[config.mk]
export PLATFORM = sky130hd
export DESIGN_NAME = regfile_writeback_arbiter
export DESIGN_NICKNAME = d
export VERILOG_FILES = /design/src/rtl/regfile_writeback_arbiter.sv
export SDC_FILE = /design/constraint.sdc
export NUM_CORES = 1
export LEC_CHECK = 0
export ABC_AREA = 1
export CAP_MARGIN = 20
export CELL_PAD_IN_SITES_DETAIL_PLACEMENT = 0
export CELL_PAD_IN_SITES_GLOBAL_PLACEMENT = 1
export CORE_ASPECT_RATIO = 1.5
export CORE_MARGIN = 10
export CORE_UTILIZATION = 35
export DETAILED_ROUTE_END_ITERATION = 10
export GPL_TIMING_DRIVEN = 1
export HOLD_SLACK_MARGIN = 0.03
export PLACE_DENSITY_LB_ADDON = 0.2
export SLEW_MARGIN = 20
export SYNTH_ARGS = -nofsm -noshare
export SYNTH_HDL_FRONTEND = slang
export SYNTH_SLANG_ARGS = --single-unit
[constraint.sdc]
create_clock -name clk -period 2.7 [get_ports clk]
set_input_delay 0.54 -clock clk [delete_from_list [all_inputs] [get_ports clk]]
set_output_delay 0.54 -clock clk [all_outputs]
set_load 0.05 [all_outputs]
[src/rtl/regfile_writeback_arbiter.sv]
// Two-source writeback queueing and round-robin arbitration onto the single register file write port.
// Define REGFILE_WB_STATS_EN to add saturating wb_count / conflict_count outputs.
module regfile_writeback_arbiter #(
  parameter int DATA_WIDTH    = 16,
  parameter int ADDRESS_WIDTH = 3,
  parameter int RAM_DEPTH     = 1 << ADDRESS_WIDTH,
  parameter int FIFO_DEPTH    = 2
) (
  input  logic                     clk,
  input  logic                     rst,
  input  logic                     alu_valid,
  input  logic [ADDRESS_WIDTH-1:0] alu_addr,
  input  logic [DATA_WIDTH-1:0]    alu_data,
  output logic                     alu_ready,
  input  logic                     mem_valid,
  input  logic [ADDRESS_WIDTH-1:0] mem_addr,
  input  logic [DATA_WIDTH-1:0]    mem_data,
  output logic                     mem_ready,
  output logic                     write_en,
  output logic [ADDRESS_WIDTH-1:0] write_addr,
  output logic [DATA_WIDTH-1:0]    write_data,
  output logic [RAM_DEPTH-1:0]     pend_mask,
  output logic                     idle
`ifdef REGFILE_WB_STATS_EN
  ,
  output logic [15:0]              wb_count,
  output logic [15:0]              conflict_count
`endif
);

  localparam int   NSRC    = 2;
  localparam int   PTR_W   = $clog2(FIFO_DEPTH);
  localparam int   CNT_W   = PTR_W + 1;
  localparam logic SRC_ALU = 1'b0;
  localparam logic SRC_MEM = 1'b1;

  logic [NSRC-1:0]          in_valid;
  logic [ADDRESS_WIDTH-1:0] in_addr   [NSRC];
  logic [DATA_WIDTH-1:0]    in_data   [NSRC];
  logic [NSRC-1:0]          ready_src;
  logic [NSRC-1:0]          nonempty_src;
  logic [NSRC-1:0]          push_src;
  logic [NSRC-1:0]          pop_src;
  logic [ADDRESS_WIDTH-1:0] head_addr [NSRC];
  logic [DATA_WIDTH-1:0]    head_data [NSRC];
  logic [RAM_DEPTH-1:0]     pend_src  [NSRC];
  logic                     last_grant_reg;
  logic                     grant_mem;

  assign in_valid   = {mem_valid, alu_valid};
  assign in_addr[0] = alu_addr;
  assign in_addr[1] = mem_addr;
  assign in_data[0] = alu_data;
  assign in_data[1] = mem_data;
  assign alu_ready  = ready_src[0];
  assign mem_ready  = ready_src[1];

  // MEM wins when it is the only requester or when ALU was granted last.
  assign grant_mem = nonempty_src[1] && (!nonempty_src[0] || last_grant_reg == SRC_ALU);
  assign pop_src   = {grant_mem, nonempty_src[0] && !grant_mem};

  genvar gi;
  generate
    for (gi = 0; gi < NSRC; gi++) begin : g_fifo
      logic [ADDRESS_WIDTH-1:0] addr_mem [FIFO_DEPTH];
      logic [DATA_WIDTH-1:0]    data_mem [FIFO_DEPTH];
      logic [PTR_W-1:0]         wr_ptr_reg;
      logic [PTR_W-1:0]         rd_ptr_reg;
      logic [CNT_W-1:0]         count_reg;
      logic [RAM_DEPTH-1:0]     pend_next;

      // Ready depends on count alone, so a full FIFO never accepts even while popping.
      assign ready_src[gi]    = count_reg < CNT_W'(FIFO_DEPTH);
      assign nonempty_src[gi] = count_reg != '0;
      assign push_src[gi]     = in_valid[gi] && ready_src[gi];
      assign head_addr[gi]    = addr_mem[rd_ptr_reg];
      assign head_data[gi]    = data_mem[rd_ptr_reg];
      assign pend_src[gi]     = pend_next;

      always_ff @(posedge clk) begin
        if (push_src[gi]) begin
          addr_mem[wr_ptr_reg] <= in_addr[gi];
          data_mem[wr_ptr_reg] <= in_data[gi];
        end
      end

      always_ff @(posedge clk) begin
        if (rst) begin
          wr_ptr_reg <= '0;
          rd_ptr_reg <= '0;
          count_reg  <= '0;
        end else begin
          if (push_src[gi]) wr_ptr_reg <= wr_ptr_reg + 1'b1;
          if (pop_src[gi])  rd_ptr_reg <= rd_ptr_reg + 1'b1;
          case ({push_src[gi], pop_src[gi]})
            2'b10:   count_reg <= count_reg + 1'b1;
            2'b01:   count_reg <= count_reg - 1'b1;
            default: count_reg <= count_reg;
          endcase
        end
      end

      always_comb begin
        pend_next = '0;
        for (int e = 0; e < FIFO_DEPTH; e++) begin
          if (CNT_W'(e) < count_reg) pend_next[addr_mem[rd_ptr_reg + PTR_W'(e)]] = 1'b1;
        end
      end
    end
  endgenerate

  always_ff @(posedge clk) begin
    if (rst) begin
      write_en       <= 1'b0;
      write_addr     <= '0;
      write_data     <= '0;
      last_grant_reg <= SRC_ALU;
    end else if (grant_mem) begin
      write_en       <= 1'b1;
      write_addr     <= head_addr[1];
      write_data     <= head_data[1];
      last_grant_reg <= SRC_MEM;
    end else if (pop_src[0]) begin
      write_en       <= 1'b1;
      write_addr     <= head_addr[0];
      write_data     <= head_data[0];
      last_grant_reg <= SRC_ALU;
    end else begin
      write_en <= 1'b0;
    end
  end

  always_comb begin
    pend_mask = pend_src[0] | pend_src[1];
    if (write_en) pend_mask[write_addr] = 1'b1;
  end

  assign idle = !nonempty_src[0] && !nonempty_src[1] && !write_en;

`ifdef REGFILE_WB_STATS_EN
  always_ff @(posedge clk) begin
    if (rst) begin
      wb_count       <= '0;
      conflict_count <= '0;
    end else begin
      if (write_en && wb_count != 16'hFFFF) wb_count <= wb_count + 16'd1;
      if (&nonempty_src && conflict_count != 16'hFFFF) conflict_count <= conflict_count + 16'd1;
    end
  end
`endif

endmodule
Yosys cells after proc, flatten, opt, wreduce, memory -nomap -nowiden
Memories as Yosys holds them, arrays and structs flattened. A register that Yosys moved wholly into a read port is not among the register bits. Cells that the tools add are included.

Flip-flop bits (word level): 29. Bits in writable memories: 76. Input bits: 42. Output and inout port bits: 31. Logic and storage cells: 105. Memories kept: 4.

$add $sub $neg: 8. $lt $le $gt $ge: 16. Eq/ne operators: 4. Multiplexer cells: 37. Bitwise logic cells: 5. Reductions and logical operators: 21.

Memories: g_fifo[0].data_mem (depth 2, width 16, read ports 1, clocked after memory_dff 1, write ports 1, line 66) `logic [DATA_WIDTH-1:0] data_mem [FIFO_DEPTH];`; g_fifo[1].data_mem (depth 2, width 16, read ports 1, clocked after memory_dff 1, write ports 1, line 66); g_fifo[0].addr_mem (depth 2, width 3, read ports 2, clocked after memory_dff 1, write ports 1, line 65) `logic [ADDRESS_WIDTH-1:0] addr_mem [FIFO_DEPTH];`; g_fifo[1].addr_mem (depth 2, width 3, read ports 2, clocked after memory_dff 1, write ports 1, line 65).

Operators with widths (number): 8-bit two-way mux (5); 16-bit two-way mux (2); 8-bit OR (4); 1-bit two-way mux (21); 3-bit by 4-bit < comparator with 1-bit output, second input constant (5); 1-bit demux with 3-bit select (5); 3-bit by 1-bit >= comparator with 1-bit output, second input constant (5); 1-bit logical AND (11); 2-bit nonzero test (5); 1-bit by 2-bit < comparator with 1-bit output, first input constant (4); 2-bit one-hot mux with 2 select lines (2); 3-bit two-way mux (2); 1-bit adder, second input constant (4); 2-bit by 1-bit adder with 2-bit output, second input constant (2); 2-bit by 1-bit == test with 1-bit output, second input constant (2); 2-bit == test, second input constant (2); 1-bit zero test (4); 2-bit < comparator, second input constant (2); 2-bit by 1-bit subtractor with 2-bit output, second input constant (2); 1-bit logical OR (1); 1-bit inverter (1).

Depth between registers and ports, before layout
Gate-level depths: netlist of the first run. An unclocked memory read counts as a cell.

Depth in word-level cells: 11. Gate-level depth with buffers: 11. Mapped depth without buffers: 10.

Worst setup path before layout of the first run
No wires, ideal clock.

Path type: flip-flop to output port. From: register g_fifo[0].count_reg[1]. To: output idle. Data arrival time: 1.798 ns. Data required time: 2.160 ns. Path slack: 0.362 ns. Cell stages (with the launch flop): 5. Path buffers: 0. Cell sequence: dfxtp_1 -> inv_1 -> ha_1 -> nand2_1 -> nor2_1.

Word-level cells in the longest chain between the ends: 4.

Ends and longest elaborated chain: start: declaration (line 69) `logic [CNT_W-1:0] count_reg;`; start signal: assignment (line 96) `2'b10: count_reg <= count_reg + 1'b1;`; start signal: assignment (line 97) `2'b01: count_reg <= count_reg - 1'b1;`; start signal: assignment (line 98) `default: count_reg <= count_reg;`; 2-bit nonzero test (line 74) `assign nonempty_src[gi] = count_reg != '0;`; 1-bit zero test (line 138) `assign idle = !nonempty_src[0] && !nonempty_src[1] && !write_en;`; 1-bit logical AND (2 in series) (line 138); end: declaration (line 23) `output logic idle`.

No other way between the ends.

Worst setup path in the final report of the first run
From: register g_fifo[0].count_reg[1]. To: output pend_mask[3].

Word-level cells in the longest chain between the ends: 7. Elaborated cells on any way between the ends: 8. Classes of those cells: order compare: 2; mux: 3; bitwise: 3.

Ends and longest elaborated chain: 1-bit by 2-bit < comparator with 1-bit output (line 106) `if (CNT_W'(e) < count_reg) pend_next[addr_mem[rd_ptr_reg + PTR_W'(e)]] = 1'b1;`; 8-bit two-way mux (line 106); 8-bit OR (no source line); 8-bit two-way mux (*) (line 106); 8-bit OR (*) (line 134) `pend_mask = pend_src[0] | pend_src[1];`; 8-bit OR (no source line); 8-bit two-way mux (*) (line 135) `if (write_en) pend_mask[write_addr] = 1'b1;`; end: declaration (line 22) `output logic [RAM_DEPTH-1:0] pend_mask,`.

Mark *: on every way between the ends. The rest lies on a longest branch, timed or not.

==> out/metrics.yaml, run 1 <==
status: "finished clean"
yosysMostFrequentCell: "nand2_1"
place_area_mm2: 0.005797
crit_cells: 8
die_area_mm2: 0.01893
port_buffers: 72
syn_inst: 558
largest_reg_flops: 64
final_cell_area_mm2: 0.006066
top_register: "g_fifo.data_mem"
crit_family: "simple AND/OR/NAND/NOR gates"
ctsResizeCount: 0
ant_nets: 0
switchingPower_mw: 3.308
netlist-cell-type-count: 21
core-area_mm2: 0.01347
drv_slew: 0
synth_area_mm2: 0.004811
root_buffer: "clkbuf_16"
ys_seq_area_share_pct: 60.34
gr-usage-all-layers_pct: 13.20
r2r_cells: 10
fin_hold_ws_ps: 499.7
grt_pass1_vias: 3727
synth_top_cells_by_count: "nand2_1 (261), edfxtp_1 (76), inv_1 (55)"
synth_edf_count: 76
hp-class: "flop to flop"
cp.arrival_ps: 1930
reg2reg_to: "g_fifo[1].count_reg[1]"
crit_chain: "inv_1, ha_1, a21oi_1, nand2_1, nand2_1, nor2_1, nand2_1, buf_12"
maxCapViolCount: 0
overflow: 0
cts_hold_buffers: 0
antennaDiodeCount: 0
crit_fanout: 6
period_share_pct: 91.54
peakVddDrop_uv: 854.5
synth_top_area_cell: "edfxtp_1"
ios: 73
power_frac_comb_pct: 51.2
dp_cells: 791
min_from: "last_grant_reg"
cp.required_ps: 2160
finClkSkew_ps: 5.432
end_kind: "primary output"
fp-row-count: 52
wirelength_um: 12330
critPathSlowestCell: "a21oi_1"
via_per_inst: 4.587
yosys_warnings: 0
syn-num-nets: 606
slew_headroom_pct: 56.05
synth-seq-cells: 107
cts_made_buffers: 9
powerDensity_mw_per_mm2: 1203
ys.flop_type: "edfxtp_1"
finalSetupViolations: 0
critPathMaxStageDelay_ps: 340
p_leak_nw: 2.765
synth_top_area_share_pct: 47.44
syn_to_final_growth_pct: 26.09
antenna_found_initial: 0
hpwl_um: 9393
fp.dieH_um: 163.6
r2r_slack_ps: 630
grt_max_degree: 22
die_w_um: 115.7
drive_above_1_share_pct: 7.132
holdPathEnd: "last_grant_reg"
hold-path-cell-count: 2
finalWeightedCongestion: 0.8201
rsz0062_at_grt: "false"
cts_tree: "done"
p_sw_share_pct: 45.31
wire_per_inst_um: 15.28
insertion_delay_ps: 350
htree_levels: 3
reg.largest.list: "g_fifo.data_mem x64, write_data x16, g_fifo.addr_mem x12"
finalNonFillerCells: 807
start_util_pct: 35.72
final.setup.tns_ps: 0
postCtsSetupRepairBufs: 0
route.detailed.drc: 0
worstMarginPinSlew_ps: 658.5
critPathMostFrequentCell: "nand2_1"
clk_pin_slew_ps: 70
power.internal_mw: 3.992
timing.rr.start: "g_fifo[0].count_reg[1]"
power_frac_seq_pct: 32.5
grt_pass1_wl_um: 18960
crit_type: "flop to primary output"
timing.fmax_mhz: 404.6
cts_sinks: 107
vias: 3702
synth_area_per_cell_um2: 8.622
synthArstFlopShare_pct: 0
p_clk_share_pct: 16.3
synth_area_leaders: "edfxtp_1 (47%), nand2_1 (20%), dfxtp_1 (13%), inv_1 (4.3%), nor2_1 (3.6%)"
clock_path_buffers: 2
first_pass_iters: 4
critPathBufInv: 2
hold_viol_final: 0
drt_iter0_markers: 146
fin_util_pct: 45.04
startpoint_type: "flop"
layout_min_cycle_time_ps: 2472
layout.nets: 688
-- through the flow --
step / setup WS, ps / power (mW)
CTS: 235.5 / 7.411
floorplan: 361.7 / 4.846
global placement: 597.4 / 6.186
finish: 228.4 / 7.299
detailed placement: 592.5 / 6.205
global route: 21.72 / 7.814
-- per-layer routing --
metal / part of all wire [%] / wire (um) / up-vias / track usage (%)
met2: 57 / 6980 / 66 / 25.80
met1: 38 / 4689 / 1709 / 13.13
met4: 1.5 / 189 / 0 / 4.623
met5: 0 / 0 / - / 0
li1: - / - / 1917 / -
met3: 3.8 / 473 / 10 / 2.827
-- placed cells by master (no fill, tap or decap), types with 6 or more instances in the layout --
cell type        instances
a21oi_1                 12
buf_12                   7
buf_4                   15
clkbuf_16                9
clkdlybuf4s50_1         63
dfxtp_1                 31
edfxtp_1                76
ha_1                     6
inv_1                   55
nand2_1                261
nand3_1                 30
nor2_1                  46
o21ai_0                  8
-- power groups by stage --
| stage | sequential [mW] | clock, mW | combinational (mW) |
|---|---|---|---|
| after floorplan | 2.84 | 0 | 2.01 |
| after global placement | 2.41 | 0 | 3.78 |
| after detailed placement | 2.41 | 0 | 3.79 |
| after CTS | 2.38 | 1.22 | 3.81 |
| after global routing | 2.42 | 1.29 | 4.11 |
| final | 2.38 | 1.19 | 3.74 |
-- worst max path at each step --
| stage | startpoint | slack [ps] | to |
|---|---|---|---|
| global route | flop | 20 | pend_mask[2] |
| detailed placement | g_fifo[0].count_reg[1] | 590 | g_fifo[1].count_reg[1] |
| CTS | g_fifo[1].count_reg[1] | 240 | pend_mask[6] |
| floorplan | g_fifo[0].count_reg[1] | 360 | idle |
| finish | g_fifo[0].count_reg[1] | 230 | pend_mask[3] |
| global placement | g_fifo[0].count_reg[1] | 600 | pend_mask[3] |
-- worst min-delay path, cell delays in order, from the launching register on --
cell and delay, ps:
dfxtp_1 330, nand2_1 70, a21oi_1 50
-- area by class of cell --
cell class	instances	area [um^2]
fillers	1307	7402
flip-flops and latches	107	2903
multi-input cells	377	1583
repair buffers	85	883.3
clock buffers	9	225.2
inverters	60	225.2
well taps	162	202.7
clock inverters	7	43.79
-- logic make-up (layout without fill, tap and decap cells) --
logic type               count (synthesis)  after routing  share of synthesized area (%)
AO/OA/AOI/OAI                           25             25                          2.835
XOR/XNOR                                 2              2                         0.3642
adder cells (fa/ha/maj)                  6              6                          1.560
buffers and inverters                   74            161                          6.762
flip-flops                             107            107                          60.34
AND/OR/NAND/NOR                        344            344                          28.14
(Power assumes the default switching activity.)
==> run 2: changes to the inputs <==
clock period = 2.35 ns   (was 2.7 ns; I/O delays follow)
==> run 2 against run 1 <==
  * Non-clock buffer count increased by 1
  * First-iteration DRC count increased by 33%
  * Clock skew rose by 1.7 ps
  * Setup slack worse by 90 ps
  * Final cell count grew 0.12%
  * Critical path depth did not move
  * Core utilization rose by 0.83 points
  * Highest routed layer unchanged
==> out/metrics.yaml, run 2 (same netlist as run 1, synthesis figures left out) <==
hp-class: "flop to flop"
fp-row-count: 52  # unchanged
wire_per_inst_um: 15.20  # -0.54%
final_cell_mix: "nand2_1 (259), edfxtp_1 (76), clkdlybuf4s50_1 (63)"
power.internal_mw: 4.885  # +22%
fin_util_pct: 45.87  # +0.83 points
fin_hold_ws_ps: 504.4  # +4.746 ps
r2r_cells: 9  # -1
finalSetupViolations: 0  # unchanged
finClkSkew_ps: 7.159  # +1.726 ps
p_sw_share_pct: 44.05  # -1.3 points
cts_tree: "done"
min_from: "last_grant_reg"
holdPathEnd: "last_grant_reg"
status: "finished clean"
mostFrequentLayoutCell: "nand2_1"
largest_reg_flops: 64  # unchanged
root_buffer: "clkbuf_16"
cts_hold_buffers: 0  # unchanged
hold-path-cell-count: 2  # unchanged
port_buffers: 72  # unchanged
switchingPower_mw: 3.846  # +16%
grt_pass1_wl_um: 19350  # +2.0%
antennaDiodeCount: 0  # unchanged
timing.fmax_mhz: 452.2
core-area_mm2: 0.01347  # unchanged
syn_to_final_growth_pct: 28.40
period_share_pct: 94.10
p_leak_nw: 2.789  # +0.85%
hpwl_um: 9377  # -0.17%
maxCapViolCount: 0  # unchanged
layout_min_cycle_time_ps: 2211
cp.required_ps: 1880  # -280 ps
clk_pin_slew_ps: 70  # about the same
overflow: 0  # unchanged
top_register: "g_fifo.data_mem"
powerDensity_mw_per_mm2: 1414  # +17%
final.setup.tns_ps: 0  # unchanged
ios: 73  # unchanged
crit_type: "flop to primary output"
timing.rr.start: "g_fifo[0].count_reg[0]"
worstMarginPinSlew_ps: 575.3  # -83.21 ps
cts_made_buffers: 9  # unchanged
p_clk_share_pct: 18.2  # +1.9 points
via_per_inst: 4.542  # -0.99%
insertion_delay_ps: 340  # about the same
cp.arrival_ps: 1740  # -190 ps
final_cell_area_mm2: 0.006177  # +1.8%
htree_levels: 3  # unchanged
finalWeightedCongestion: 0.7895  # -3.7%
antenna_found_initial: 0  # unchanged
peakVddDrop_uv: 942.1  # +10%
gr-usage-all-layers_pct: 13.27  # +0.077 points
route.detailed.drc: 0  # unchanged
first_pass_iters: 4  # unchanged
hold_viol_final: 0  # unchanged
postCtsSetupRepairBufs: 0  # unchanged
drive_above_1_share_pct: 9.133  # +2.0 points
drv_slew: 0  # unchanged
power_frac_seq_pct: 31.3  # -1.2 points
wirelength_um: 12280  # -0.42%
grt_pass1_vias: 3792  # +1.7%
end_kind: "primary output"
num-fill-cells: 1310  # +0.23%
dp_cells: 792  # +0.13%
crit_fanout: 5  # -1
clock_path_buffers: 2  # unchanged
rsz0062_at_grt: "false"
die_area_mm2: 0.01893  # unchanged
power_frac_comb_pct: 50.6  # -0.6 points
grt_max_degree: 22  # unchanged
slew_headroom_pct: 61.53  # +5.5 points
cts_sinks: 107  # unchanged
fp.dieH_um: 163.6  # unchanged
reg2reg_to: "g_fifo[1].count_reg[0]"
start_util_pct: 35.72  # unchanged
reg.largest.list: "g_fifo.data_mem x64, write_data x16, g_fifo.addr_mem x12"
place_area_mm2: 0.005817  # +0.35%
finalNonFillerCells: 808  # +0.12%
ant_nets: 0  # unchanged
vias: 3670  # -0.86%
r2r_slack_ps: 550  # -80 ps
die_w_um: 115.7  # unchanged
drt_iter0_markers: 194  # +33%
layout.nets: 689  # +0.15%
startpoint_type: "flop"
==> run 2: what timing repair did <==
item | 4_1_cts | 5_1_grt
endpoints found under the setup margin | 7 | 8
pin swaps | 0 | 3
resized for setup | 3 | 15
==> run 2: area by class of cell <==
class                           count  area [um^2]  area share [%]
Sequential cell                   107         2904           47.01
Multi-Input combinational cell    377         1629           26.37
Timing Repair Buffer               86        903.4           14.62
Clock buffer                       12        236.5           3.828
Inverter                           60        225.2           3.646
Tap cell                          162        202.7           3.281
Clock inverter                      4        76.32           1.236
==> run 2: routing by layer <==
layer,up-vias,track usage (%),part of all wire [%]
li1,1919,-,-
met1,1665,13.13,37
met2,70,25.88,56
met3,16,3.010,4.5
met4,0,4.737,2.1
met5,-,0,0
==> run 2: metrics by stage <==
| stage | setup WS [ps] | power, mW |
|---|---|---|
| 2_1_floorplan | 81.67 | 5.567 |
| 3_3_place_gp | 299.3 | 7.124 |
| 3_5_place_dp | 319.4 | 7.173 |
| 4_1_cts | 22.54 | 8.782 |
| 5_1_grt | 5.399 | 9.347 |
| 6_report | 138.6 | 8.732 |
==> run 2: worst max-delay path by stage <==
stage / from / end / slack (ps)
floorplan: g_fifo[0].count_reg[1] / idle / 80
finish: flop / pend_mask[4] / 140
CTS: flop / pend_mask[3] / 20
detailed placement: g_fifo[0].count_reg[1] / pend_mask[4] / 320
global placement: g_fifo[0].count_reg[1] / pend_mask[4] / 300
global route: flop / pend_mask[4] / 5
==> run 2: power groups by stage <==
stage                     logic, mW  clock network, mW  registers (mW)
after floorplan                2.30                  0            3.26
after global placement         4.36                  0            2.76
after detailed placement       4.41                  0            2.76
after CTS                      4.44               1.61            2.73
after global routing           4.86               1.70            2.78
final                          4.41               1.59            2.73
==> run 2: critical path: stages (launching register included) <==
cell and delay, ps:
dfxtp_1 400, clkinv_1 160, nand2_1 90, nand2_1 110, nand2_1 120, nor2_1 40
nor2_1 180, nand2_1 130, buf_12 170
